$ cat config.mk
export PLATFORM = sky130hd
export DESIGN_NAME = issue_scheduler_flat
export DESIGN_NICKNAME = d
export VERILOG_FILES = /design/src/rtl/issue_scheduler_if.sv /design/src/rtl/issue_scheduler.sv /design/src/flat_wrapper.sv
export SDC_FILE = /design/constraint.sdc
export NUM_CORES = 1
export LEC_CHECK = 0
export ABC_CLOCK_PERIOD_IN_PS = 6770
export CAP_MARGIN = 20
export CORE_MARGIN = 1
export CORE_UTILIZATION = 46
export DETAILED_ROUTE_END_ITERATION = 8
export GPL_TIMING_DRIVEN = 0
export PLACE_DENSITY = 0.68
export SKIP_CTS_REPAIR_TIMING = 1
export SYNTH_ARGS = -nofsm -noshare
export SYNTH_HDL_FRONTEND = slang
export SYNTH_SLANG_ARGS = --single-unit
$ cat constraint.sdc
create_clock -name clk_i -period 6.77 [get_ports clk_i]
set_input_delay 0.677 -clock clk_i [delete_from_list [all_inputs] [get_ports clk_i]]
set_output_delay 0.677 -clock clk_i [all_outputs]
set_load 0.02 [all_outputs]
$ cat src/rtl/issue_scheduler_if.sv
// rtl/issue_scheduler_if.sv - fetch and issue handshake bundle for the issue scheduler
interface issue_scheduler_if;
    logic        fetch_valid_i;
    logic [1:0]  fetch_mask_i;
    logic [31:0] fetch_instr0_i;
    logic [31:0] fetch_instr1_i;
    logic [31:0] fetch_pc_i;
    logic        fetch_ready_o;
    logic [1:0]  issue_valid_o;
    logic [31:0] issue_instr0_o;
    logic [31:0] issue_pc0_o;
    logic [31:0] issue_instr1_o;
    logic [31:0] issue_pc1_o;
    logic        issue_ready_i;

    modport slave (
        input  fetch_valid_i, fetch_mask_i, fetch_instr0_i, fetch_instr1_i, fetch_pc_i,
        input  issue_ready_i,
        output fetch_ready_o, issue_valid_o, issue_instr0_o, issue_pc0_o,
        output issue_instr1_o, issue_pc1_o
    );

    modport master (
        output fetch_valid_i, fetch_mask_i, fetch_instr0_i, fetch_instr1_i, fetch_pc_i,
        output issue_ready_i,
        input  fetch_ready_o, issue_valid_o, issue_instr0_o, issue_pc0_o,
        input  issue_instr1_o, issue_pc1_o
    );
endinterface

$ cat src/rtl/issue_scheduler.sv
// rtl/issue_scheduler.sv - in-order instruction buffer with dual-issue pairing
module issue_scheduler #(
    parameter int DEPTH = 8
) (
    input  logic         clk_i,
    input  logic         rst_ni,
    input  logic         flush_i,
    issue_scheduler_if.slave bus
);
    localparam int AW = $clog2(DEPTH);
    localparam logic [AW:0] READY_MAX = (AW+1)'(DEPTH - 2);

    localparam logic [6:0] OP_ALUI   = 7'b0010011;
    localparam logic [6:0] OP_ALUR   = 7'b0110011;
    localparam logic [6:0] OP_LUI    = 7'b0110111;
    localparam logic [6:0] OP_AUIPC  = 7'b0010111;
    localparam logic [6:0] OP_JAL    = 7'b1101111;
    localparam logic [6:0] OP_JALR   = 7'b1100111;
    localparam logic [6:0] OP_BRANCH = 7'b1100011;

    typedef struct packed {
        logic wr;
        logic rd_rs1;
        logic rd_rs2;
        logic ctrl;
    } dec_t;

    function automatic dec_t decode(input logic [6:0] op);
        dec_t d;
        d = '0;
        case (op)
            OP_ALUI:   begin d.wr = 1'b1; d.rd_rs1 = 1'b1; end
            OP_ALUR:   begin d.wr = 1'b1; d.rd_rs1 = 1'b1; d.rd_rs2 = 1'b1; end
            OP_LUI:    d.wr = 1'b1;
            OP_AUIPC:  d.wr = 1'b1;
            OP_JAL:    begin d.wr = 1'b1; d.ctrl = 1'b1; end
            OP_JALR:   begin d.wr = 1'b1; d.rd_rs1 = 1'b1; d.ctrl = 1'b1; end
            OP_BRANCH: begin d.rd_rs1 = 1'b1; d.rd_rs2 = 1'b1; d.ctrl = 1'b1; end
            default:   d = '0;
        endcase
        return d;
    endfunction

    logic [31:0] instr_mem [DEPTH];
    logic [31:0] pc_mem    [DEPTH];

    logic [AW-1:0] rd_ptr, wr_ptr;
    logic [AW:0]   count;

    logic [AW-1:0] head1_ptr;
    logic [31:0]   head0, head1;
    dec_t          d0, d1;
    logic          raw, waw, pair_ok;
    logic [1:0]    valid;
    logic          push, pop;
    logic [1:0]    n_push, n_pop;

    assign head1_ptr = rd_ptr + AW'(1);
    assign head0     = instr_mem[rd_ptr];
    assign head1     = instr_mem[head1_ptr];
    assign d0        = decode(head0[6:0]);
    assign d1        = decode(head1[6:0]);

    // x0 as destination never creates a hazard, so rd0 != 0 gates both checks
    assign raw = d0.wr && (head0[11:7] != 5'd0) &&
                 ((d1.rd_rs1 && (head1[19:15] == head0[11:7])) ||
                  (d1.rd_rs2 && (head1[24:20] == head0[11:7])));
    assign waw = d0.wr && d1.wr && (head0[11:7] == head1[11:7]) && (head0[11:7] != 5'd0);
    assign pair_ok = !d0.ctrl && !raw && !waw;

    assign valid[0] = (count >= (AW+1)'(1));
    assign valid[1] = (count >= (AW+1)'(2)) && pair_ok;

    assign bus.fetch_ready_o  = (count <= READY_MAX);
    assign bus.issue_valid_o  = valid;
    assign bus.issue_instr0_o = head0;
    assign bus.issue_pc0_o    = pc_mem[rd_ptr];
    assign bus.issue_instr1_o = head1;
    assign bus.issue_pc1_o    = pc_mem[head1_ptr];

    assign push   = bus.fetch_valid_i && bus.fetch_ready_o && !flush_i;
    assign pop    = bus.issue_ready_i && valid[0] && !flush_i;
    assign n_push = push ? ({1'b0, bus.fetch_mask_i[0]} + {1'b0, bus.fetch_mask_i[1]}) : 2'd0;
    assign n_pop  = pop  ? ({1'b0, valid[0]} + {1'b0, valid[1]}) : 2'd0;

    always_ff @(posedge clk_i or negedge rst_ni) begin
        if (!rst_ni) begin
            rd_ptr <= '0;
            wr_ptr <= '0;
            count  <= '0;
        end else if (flush_i) begin
            rd_ptr <= '0;
            wr_ptr <= '0;
            count  <= '0;
        end else begin
            rd_ptr <= rd_ptr + AW'(n_pop);
            wr_ptr <= wr_ptr + AW'(n_push);
            count  <= count + (AW+1)'(n_push) - (AW+1)'(n_pop);
        end
    end

    // Slot 1 lands right after slot 0, or at the write pointer when slot 0 is masked off
    always_ff @(posedge clk_i) begin
        if (push && bus.fetch_mask_i[0]) begin
            instr_mem[wr_ptr] <= bus.fetch_instr0_i;
            pc_mem[wr_ptr]    <= bus.fetch_pc_i;
        end
        if (push && bus.fetch_mask_i[1]) begin
            instr_mem[wr_ptr + AW'(bus.fetch_mask_i[0])] <= bus.fetch_instr1_i;
            pc_mem[wr_ptr + AW'(bus.fetch_mask_i[0])]    <= bus.fetch_pc_i + 32'd4;
        end
    end
endmodule

$ cat src/flat_wrapper.sv
// flat-port wrapper written by rule: the top's interface ports become plain ports
module issue_scheduler_flat 
#(
    parameter int DEPTH = 8
)
  (clk_i, rst_ni, flush_i, bus_fetch_valid_i, bus_fetch_mask_i, bus_fetch_instr0_i, bus_fetch_instr1_i, bus_fetch_pc_i, bus_issue_ready_i, bus_fetch_ready_o, bus_issue_valid_o, bus_issue_instr0_o, bus_issue_pc0_o, bus_issue_instr1_o, bus_issue_pc1_o);
  issue_scheduler_if bus_i ();
  input  logic clk_i;
  input  logic rst_ni;
  input  logic flush_i;
  input wire logic [$bits(bus_i.fetch_valid_i)-1:0] bus_fetch_valid_i;
  input wire logic [$bits(bus_i.fetch_mask_i)-1:0] bus_fetch_mask_i;
  input wire logic [$bits(bus_i.fetch_instr0_i)-1:0] bus_fetch_instr0_i;
  input wire logic [$bits(bus_i.fetch_instr1_i)-1:0] bus_fetch_instr1_i;
  input wire logic [$bits(bus_i.fetch_pc_i)-1:0] bus_fetch_pc_i;
  input wire logic [$bits(bus_i.issue_ready_i)-1:0] bus_issue_ready_i;
  output wire logic [$bits(bus_i.fetch_ready_o)-1:0] bus_fetch_ready_o;
  output wire logic [$bits(bus_i.issue_valid_o)-1:0] bus_issue_valid_o;
  output wire logic [$bits(bus_i.issue_instr0_o)-1:0] bus_issue_instr0_o;
  output wire logic [$bits(bus_i.issue_pc0_o)-1:0] bus_issue_pc0_o;
  output wire logic [$bits(bus_i.issue_instr1_o)-1:0] bus_issue_instr1_o;
  output wire logic [$bits(bus_i.issue_pc1_o)-1:0] bus_issue_pc1_o;
  assign bus_i.fetch_valid_i = bus_fetch_valid_i;
  assign bus_i.fetch_mask_i = bus_fetch_mask_i;
  assign bus_i.fetch_instr0_i = bus_fetch_instr0_i;
  assign bus_i.fetch_instr1_i = bus_fetch_instr1_i;
  assign bus_i.fetch_pc_i = bus_fetch_pc_i;
  assign bus_i.issue_ready_i = bus_issue_ready_i;
  assign bus_fetch_ready_o = bus_i.fetch_ready_o;
  assign bus_issue_valid_o = bus_i.issue_valid_o;
  assign bus_issue_instr0_o = bus_i.issue_instr0_o;
  assign bus_issue_pc0_o = bus_i.issue_pc0_o;
  assign bus_issue_instr1_o = bus_i.issue_instr1_o;
  assign bus_issue_pc1_o = bus_i.issue_pc1_o;
  issue_scheduler #(.DEPTH(DEPTH)) u_core (.clk_i(clk_i), .rst_ni(rst_ni), .flush_i(flush_i), .bus(bus_i));
endmodule
==> impl_metrics.tcl, run 1 <==
set metrics [dict create \
    cell_internal_pwr_mw 7.198 \
    clock_latency_ns 0.66 \
    seq_power_share_pct 34.3 \
    ys_async_sr_fraction_pct 1.916 \
    routabilityCongestion 0.9151 \
    netlist_instances 2796 \
    fin_crit_ns 5.871 \
    post_synth.cell_area_avg_um2 11.22 \
    grt_max_degree 21 \
    crit_required_ns 7.28 \
    timing.fmax_mhz 170.3 \
    viasPerCell 6.162 \
    root_buffer "clkbuf_16" \
    max-cap-violations 0 \
    drc_errors 0 \
    htree_levels 2 \
    wire_per_inst_um 27.17 \
    switching_power_mw 3.545 \
    status "finished clean" \
    cts.clk_slew.worst_paths_ns 0.06 \
    r2r_start "u_core.rd_ptr[0]$_DFF_PN0_" \
    nNetsFinal 3171 \
    chipWidth_um 263.1 \
    crit_family "compound AO/OA/AOI/OAI gates" \
    post-place-cells 3856 \
    syn_to_final_growth_pct 17.42 \
    r2r-end "u_core.count[3]$_DFF_PN0_" \
    synth-edff-count 512 \
    die_y_um 263.1 \
    synth_ff_type "edfxtp_1" \
    routed_wl_um 107900 \
    worst-path-max-fanout 10 \
    postRouteAntennaNets 0 \
    startpoint_type "register" \
    drt_first_pass_iters 8 \
    rsz0062_at_grt "false" \
    vias 24470 \
    hpwl_um 75520 \
    min_period_over_period_pct 86.73 \
    core_um2 67280 \
    swShare_pct 33.00 \
    syn_area_um2 31370 \
    cp_slowest_cell "a221oi_1" \
    setup-violations-final 0 \
    crit_chain "ha_1 > buf_2 > buf_2 > nor3_1 > mux2_2 > a221oi_1 > nand4_1 > nor4_1 > nand4b_1 > a21oi_1 > nor2_1 > ha_1 > nand4b_1 > inv_1 > fa_1 > inv_1 > ha_1 > a21o_1 > a21oi_1 > xnor2_1 > nor2_1" \
    drtIter0Drc 3475 \
    leakage_nw 13.27 \
    syn-num-nets 2918 \
    drive_gt1_share_pct 17.75 \
    critPathKind "register to register" \
    initial_utilization_pct 46.63 \
    fin_util_pct 54.75 \
    cp.buffers_inverters 4 \
    yosysSeqAreaShare_pct 49.81 \
    tritoncts "yes" \
    rrSetupSlack_ns 0.90 \
    r2r_cells 21 \
    clkPwrFrac_pct 29.9 \
    gr-total-overflow 0 \
    arrival_ns 6.38 \
    cts_buffers 58 \
    cp_common_cell "ha_1" \
    fin_cells 3971 \
    grt_usage_pct 31.05 \
    p_per_area_nw_per_um2 291.6 \
    place.port_buffers 152 \
    endpoint_kind "register" \
    dieArea_um2 69250 \
    clock-sinks 522 \
    synth_warnings 0 \
    grt_pass1_wl_um 156800 \
    final_max_slew_viol_count 0 \
    grt_pass1_vias 24320 \
    synthDistinctLibCells 55 \
    io_pins 234 \
    tightestPinTransition_ns 1.287 \
    hp-class "input port to async pin" \
    finalHoldViolCount 0 \
    synth-seq-cells 522 \
    pwr-share-comb_pct 35.8 \
    slowest_delay_ns 0.95 \
    num_rows 95 \
    fin_skew_ns 0.02380 \
    maxSlewHeadroom_pct 13.90 \
    clk_path_buf_depth 3 \
    ir_worst_vdd_uv 218.2 \
    antenna_found_initial 13 \
]
==> power groups by stage <==
| stage | clock network [mW] | registers, mW | logic [mW] |
|---|---|---|---|
| 3_3_place_gp | 0 | 3.77 | 3.71 |
| 4_1_cts | 3.21 | 3.68 | 3.83 |
| 2_1_floorplan | 0 | 3.75 | 2.34 |
| 6_report | 3.21 | 3.69 | 3.84 |
| 3_5_place_dp | 0 | 3.75 | 3.81 |
| 5_1_grt | 3.33 | 3.69 | 4.04 |
==> metrics by stage <==
| stage | area (um2) | hold slack, ns | total power [mW] | setup TNS (ns) | setup slack (ns) |
|---|---|---|---|---|---|
| 2_1_floorplan | 31380 | 0.3814 | 6.089 | 0 | 0.06195 |
| 3_3_place_gp | 33990 | 0.6663 | 7.480 | -2407.43 | -6.064 |
| 3_5_place_dp | 34870 | 0.7025 | 7.559 | 0 | 1.134 |
| 4_1_cts | 36750 | 0.3677 | 10.72 | 0 | 1.064 |
| 5_1_grt | 36830 | 0.3966 | 11.06 | 0 | 0.7143 |
| 6_report | 36830 | 0.3537 | 10.74 | 0 | 0.8987 |
==> layout by cell type (no fill, tap or decap), types with 7 or more instances in the layout <==
cell type and count:
nand2_1 1097, buf_12 9, a221oi_1 7, mux2_2 66, clkdlybuf4s50_1 152, clkbuf_16 58
dfrtp_1 10, bufinv_16 7, buf_8 9, buf_16 17, buf_4 14, inv_1 20
nor2_2 8, edfxtp_1 512, mux4_2 230, nor3b_1 8, clkbuf_2 30, nor2_1 134
and3_1 10, nor3_1 12, nor2b_1 7, clkbuf_1 124, nand4_1 8, mux2i_1 39
clkinv_1 7, nand3_1 14, buf_1 59, xor2_1 124, xnor2_1 115, buf_2 46
clkinv_2 17, o21ai_0 19, ha_1 15, buf_6 8
==> Yosys cell counts (3+ instances only) <==
cell type	number	area share (%)
dfrtp_1	10	0.80
xnor2_1	115	3.2
edfxtp_1	512	49
fa_1	4	0.26
buf_4	13	0.31
clkbuf_1	114	1.4
mux4_2	230	17
and3_1	10	0.20
ha_1	15	0.60
mux2_4	3	0.14
a32o_1	6	0.19
nor3_1	14	0.22
nand2_1	1097	13
nand3b_1	6	0.14
mux2_2	66	2.4
buf_6	3	0.11
nand4b_1	3	0.084
a32oi_1	6	0.17
mux2i_1	39	1.2
nand2b_1	3	0.060
nor3b_1	8	0.19
buf_1	59	0.71
nand4_1	8	0.16
o21ai_0	25	0.40
a21oi_1	3	0.048
inv_1	20	0.24
a221oi_1	7	0.20
nor2_1	134	1.6
nor2_2	8	0.16
nand3_1	14	0.22
xor2_1	124	3.5
and2_1	6	0.12
nor2b_1	7	0.14
o31ai_1	4	0.096
clkbuf_2	30	0.48
buf_2	46	0.73
==> how the worst max path moves through the flow <==
stage / start / endpoint / slack [ns] / cells past startpoint
after floorplan: u_core.count[3]$_DFF_PN0_ / u_core.instr_mem[7][0]$_DFFE_PP_ / 0.06 / 8
after global placement: flush_i / u_core.pc_mem[3][29]$_DFFE_PP_ / -6.06 / 5
after detailed placement: u_core.rd_ptr[0]$_DFF_PN0_ / u_core.count[3]$_DFF_PN0_ / 1.13 / 20
after CTS: u_core.rd_ptr[0]$_DFF_PN0_ / bus_issue_valid_o[1] / 1.06 / 11
after global routing: u_core.rd_ptr[0]$_DFF_PN0_ / u_core.count[3]$_DFF_PN0_ / 0.71 / 21
final: u_core.rd_ptr[0]$_DFF_PN0_ / u_core.count[3]$_DFF_PN0_ / 0.90 / 21
==> metal layers <==
metal | global-route usage [%] | vias up | wire [um]
met1 | 39.97 | 12050 | 38090
met4 | 15.19 | 16 | 5338
met2 | 49.46 | 1828 | 50670
li1 | - | 10250 | -
met3 | 7.315 | 325 | 13710
met5 | 0 | - | 101
==> registers in the layout, summed over array words and instances (netlist names) <==
register / flops
u_core.count: 4
u_core.instr_mem: 256
u_core.pc_mem: 256
u_core.rd_ptr: 3
u_core.wr_ptr: 3
==> layout make-up <==
type                       count  area [um2]
antenna                        5       12.51
clock buffer                  68        1489
inverter                      20       75.07
buffer                       265        1161
sequential                   522       15630
multi-input combinational   1989       14610
tap                          873        1092
timing repair buffer         193        2369
fill                        5582       30440
clock inverter                36       396.6
==> kinds of logic after synthesis <==
| logic type | Yosys count | share of synthesized area (%) |
|---|---|---|
| DFF | 522 | 49.81 |
| adders and majority gates | 19 | 0.8536 |
| xor gates and xnor gates | 240 | 6.761 |
| buffers and inverters | 285 | 3.941 |
| muxes | 338 | 20.27 |
| AOI/OAI and AO/OA | 57 | 1.260 |
| and+or+nand+nor | 1335 | 17.11 |
No activity file was read; power rests on OpenSTA's default activity.
==> run 2, diff against run 1 <==
--- a/config.mk
+++ b/config.mk
@@ -5,13 +5,14 @@
 export SDC_FILE = /design/constraint.sdc
 export NUM_CORES = 1
 export LEC_CHECK = 0
-export ABC_CLOCK_PERIOD_IN_PS = 6770
+export ABC_CLOCK_PERIOD_IN_PS = 6060
 export CAP_MARGIN = 20
 export CORE_MARGIN = 1
 export CORE_UTILIZATION = 46
+export CTS_CLUSTER_SIZE = 40
 export DETAILED_ROUTE_END_ITERATION = 8
 export GPL_TIMING_DRIVEN = 0
-export PLACE_DENSITY = 0.68
+export PLACE_DENSITY = 0.65
 export SKIP_CTS_REPAIR_TIMING = 1
 export SYNTH_ARGS = -nofsm -noshare
 export SYNTH_HDL_FRONTEND = slang
==> constraint.sdc (replaced) <==
create_clock -name clk_i -period 6.06 [get_ports clk_i]
set_input_delay 0.606 -clock clk_i [delete_from_list [all_inputs] [get_ports clk_i]]
set_output_delay 0.606 -clock clk_i [all_outputs]
set_load 0.02 [all_outputs]
==> impl_metrics.tcl, run 2 (same netlist as run 1, synthesis figures left out) <==
set metrics [dict create \
    grt_pass1_wl_um 157800 \
    drive_gt1_share_pct 17.19 \
    place_ws_ns 0.4214 \
    critPathKind "register to register" \
    postRouteAntennaNets 0 \
    chipWidth_um 263.1 \
    startpoint_type "register" \
    crit_required_ns 6.57 \
    viasPerCell 6.127 \
    antenna_found_initial 14 \
    clk_path_buf_depth 3 \
    cts.clk_slew.worst_paths_ns 0.06 \
    status "finished clean" \
    min_period_over_period_pct 93.29 \
    maxSlewHeadroom_pct 19.15 \
    fin_util_pct 54.45 \
    routabilityCongestion 0.8978 \
    rsz0062_at_grt "false" \
    htree_levels 2 \
    dieArea_um2 69250 \
    endpoint_kind "register" \
    drc_errors 0 \
    grt_use_met2_pct 50.09 \
    busiest_layer "met2" \
    timing.fmax_mhz 176.9 \
    routed_wl_um 109200 \
    tritoncts "yes" \
    finalHoldViolCount 0 \
    hp-class "input port to async pin" \
    design_area_um2 36630 \
    hpwl_um 75600 \
    place.port_buffers 152 \
    tightestPinTransition_ns 1.208 \
    die_y_um 263.1 \
    p_per_area_nw_per_um2 320.7 \
    leakage_nw 13.15 \
    dpl_cell_area_um2 34850 \
    final_cell_mix "nand2_1, edfxtp_1, mux4_2" \
    use_met3_pct 6.304 \
    max-cap-violations 0 \
    clock-sinks 522 \
    initial_utilization_pct 46.63 \
    syn_to_final_growth_pct 16.77 \
    grt_usage_pct 31.29 \
    drt_first_pass_iters 8 \
    num_rows 95 \
    cts_buffers 57 \
    grt_max_degree 21 \
    drtIter0Drc 3140 \
    fin_crit_ns 5.653 \
    nNetsFinal 3167 \
    vias 24320 \
    largestRegisters "u_core.instr_mem (256), u_core.pc_mem (256), u_core.count (4)" \
    grt.met1_usage_pct 40.12 \
    final_max_slew_viol_count 0 \
    p_total_mw 11.75 \
    final_common_cell "nand2_1" \
    core_um2 67280 \
    fin_ws_ns 0.4068 \
    root_buffer "clkbuf_16" \
    io_pins 234 \
    ir_worst_vdd_uv 234.3 \
    arrival_ns 6.16 \
    wire_per_inst_um 27.50 \
    clock_latency_ns 0.65 \
    setup-violations-final 0 \
    gr-total-overflow 0 \
    fin_skew_ns 0.02029 \
    worst-path-max-fanout 10 \
    grt_pass1_vias 24360 \
]
==> run 2: cell types whose count changed in the layout (fill, tap and decap cells not counted), moves of 2 or more <==
cell,change
clkbuf_1,+4
clkinv_1,+7
bufinv_16,-5
buf_8,-2
buf_12,+2
diode_2,+7
inv_6,-2
clkinv_2,-10
==> run 2: area by class of cell <==
class	count	area (um2)
fill	5659	30650
sequential	522	15630
multi-input combinational	1989	14620
timing repair buffer	190	2332
clock buffer	72	1504
buffer	265	1161
tap	873	1092
clock inverter	26	191.4
inverter	20	75.07
antenna	12	30.03
==> run 2: final timing paths <==
kind / startpoint / to / slack (ns) / cells past startpoint
max: u_core.rd_ptr[0]$_DFF_PN0_ / u_core.count[3]$_DFF_PN0_ / 0.41 / 20
min: rst_ni / u_core.count[0]$_DFF_PN0_ / 0.29 / 1
max reg2reg: u_core.rd_ptr[0]$_DFF_PN0_ / u_core.count[3]$_DFF_PN0_ / 0.41 / 20
min reg2reg: u_core.wr_ptr[2]$_DFF_PN0_ / u_core.wr_ptr[2]$_DFF_PN0_ / 0.72 / 2
max in group asynchronous: rst_ni / u_core.rd_ptr[0]$_DFF_PN0_ / 5.44 / 1
min in group clk_i: bus_fetch_instr1_i[31] / u_core.instr_mem[6][31]$_DFFE_PP_ / 0.32 / 3
==> run 2: per-layer routing <==
metal,share of wire [%],routed length [um]
met5,0.044,48
met2,47,51340
met3,12,12900
met4,5.3,5835
met1,36,39030
==> run 2: worst max-delay path, cell delays in order, from the launching register on <==
cell and delay (ns):
dfrtp_1 0.43, ha_1 0.35, buf_2 0.27, nor2b_1 0.21, clkbuf_1 0.41, a221oi_1 1.02
nand4_1 0.27, nor4_1 0.37, nand4b_1 0.14, a21oi_1 0.18, nor2_1 0.12, ha_1 0.22
nand4b_1 0.14, inv_1 0.07, fa_1 0.47, inv_1 0.06, ha_1 0.27, a21o_1 0.16
a21oi_1 0.17, xnor2_1 0.13, nor2_1 0.05
==> run 2: where the power goes <==
part | total [mW] | internal, mW | switching, mW
logic | 4.30 | 1.91 | 2.39
registers | 4.12 | 4.07 | 0.0485
clock network | 3.33 | 1.82 | 1.50
==> run 2: through the flow <==
stage | setup TNS, ns | std cells | hold slack (ns)
2_1_floorplan | -165.66 | 2796 | 0.3104
3_3_place_gp | -2352.59 | 3821 | 0.6772
3_5_place_dp | 0 | 3855 | 0.7170
4_1_cts | 0 | 3953 | 0.3013
5_1_grt | 0 | 3966 | 0.3364
6_report | 0 | 3969 | 0.2934
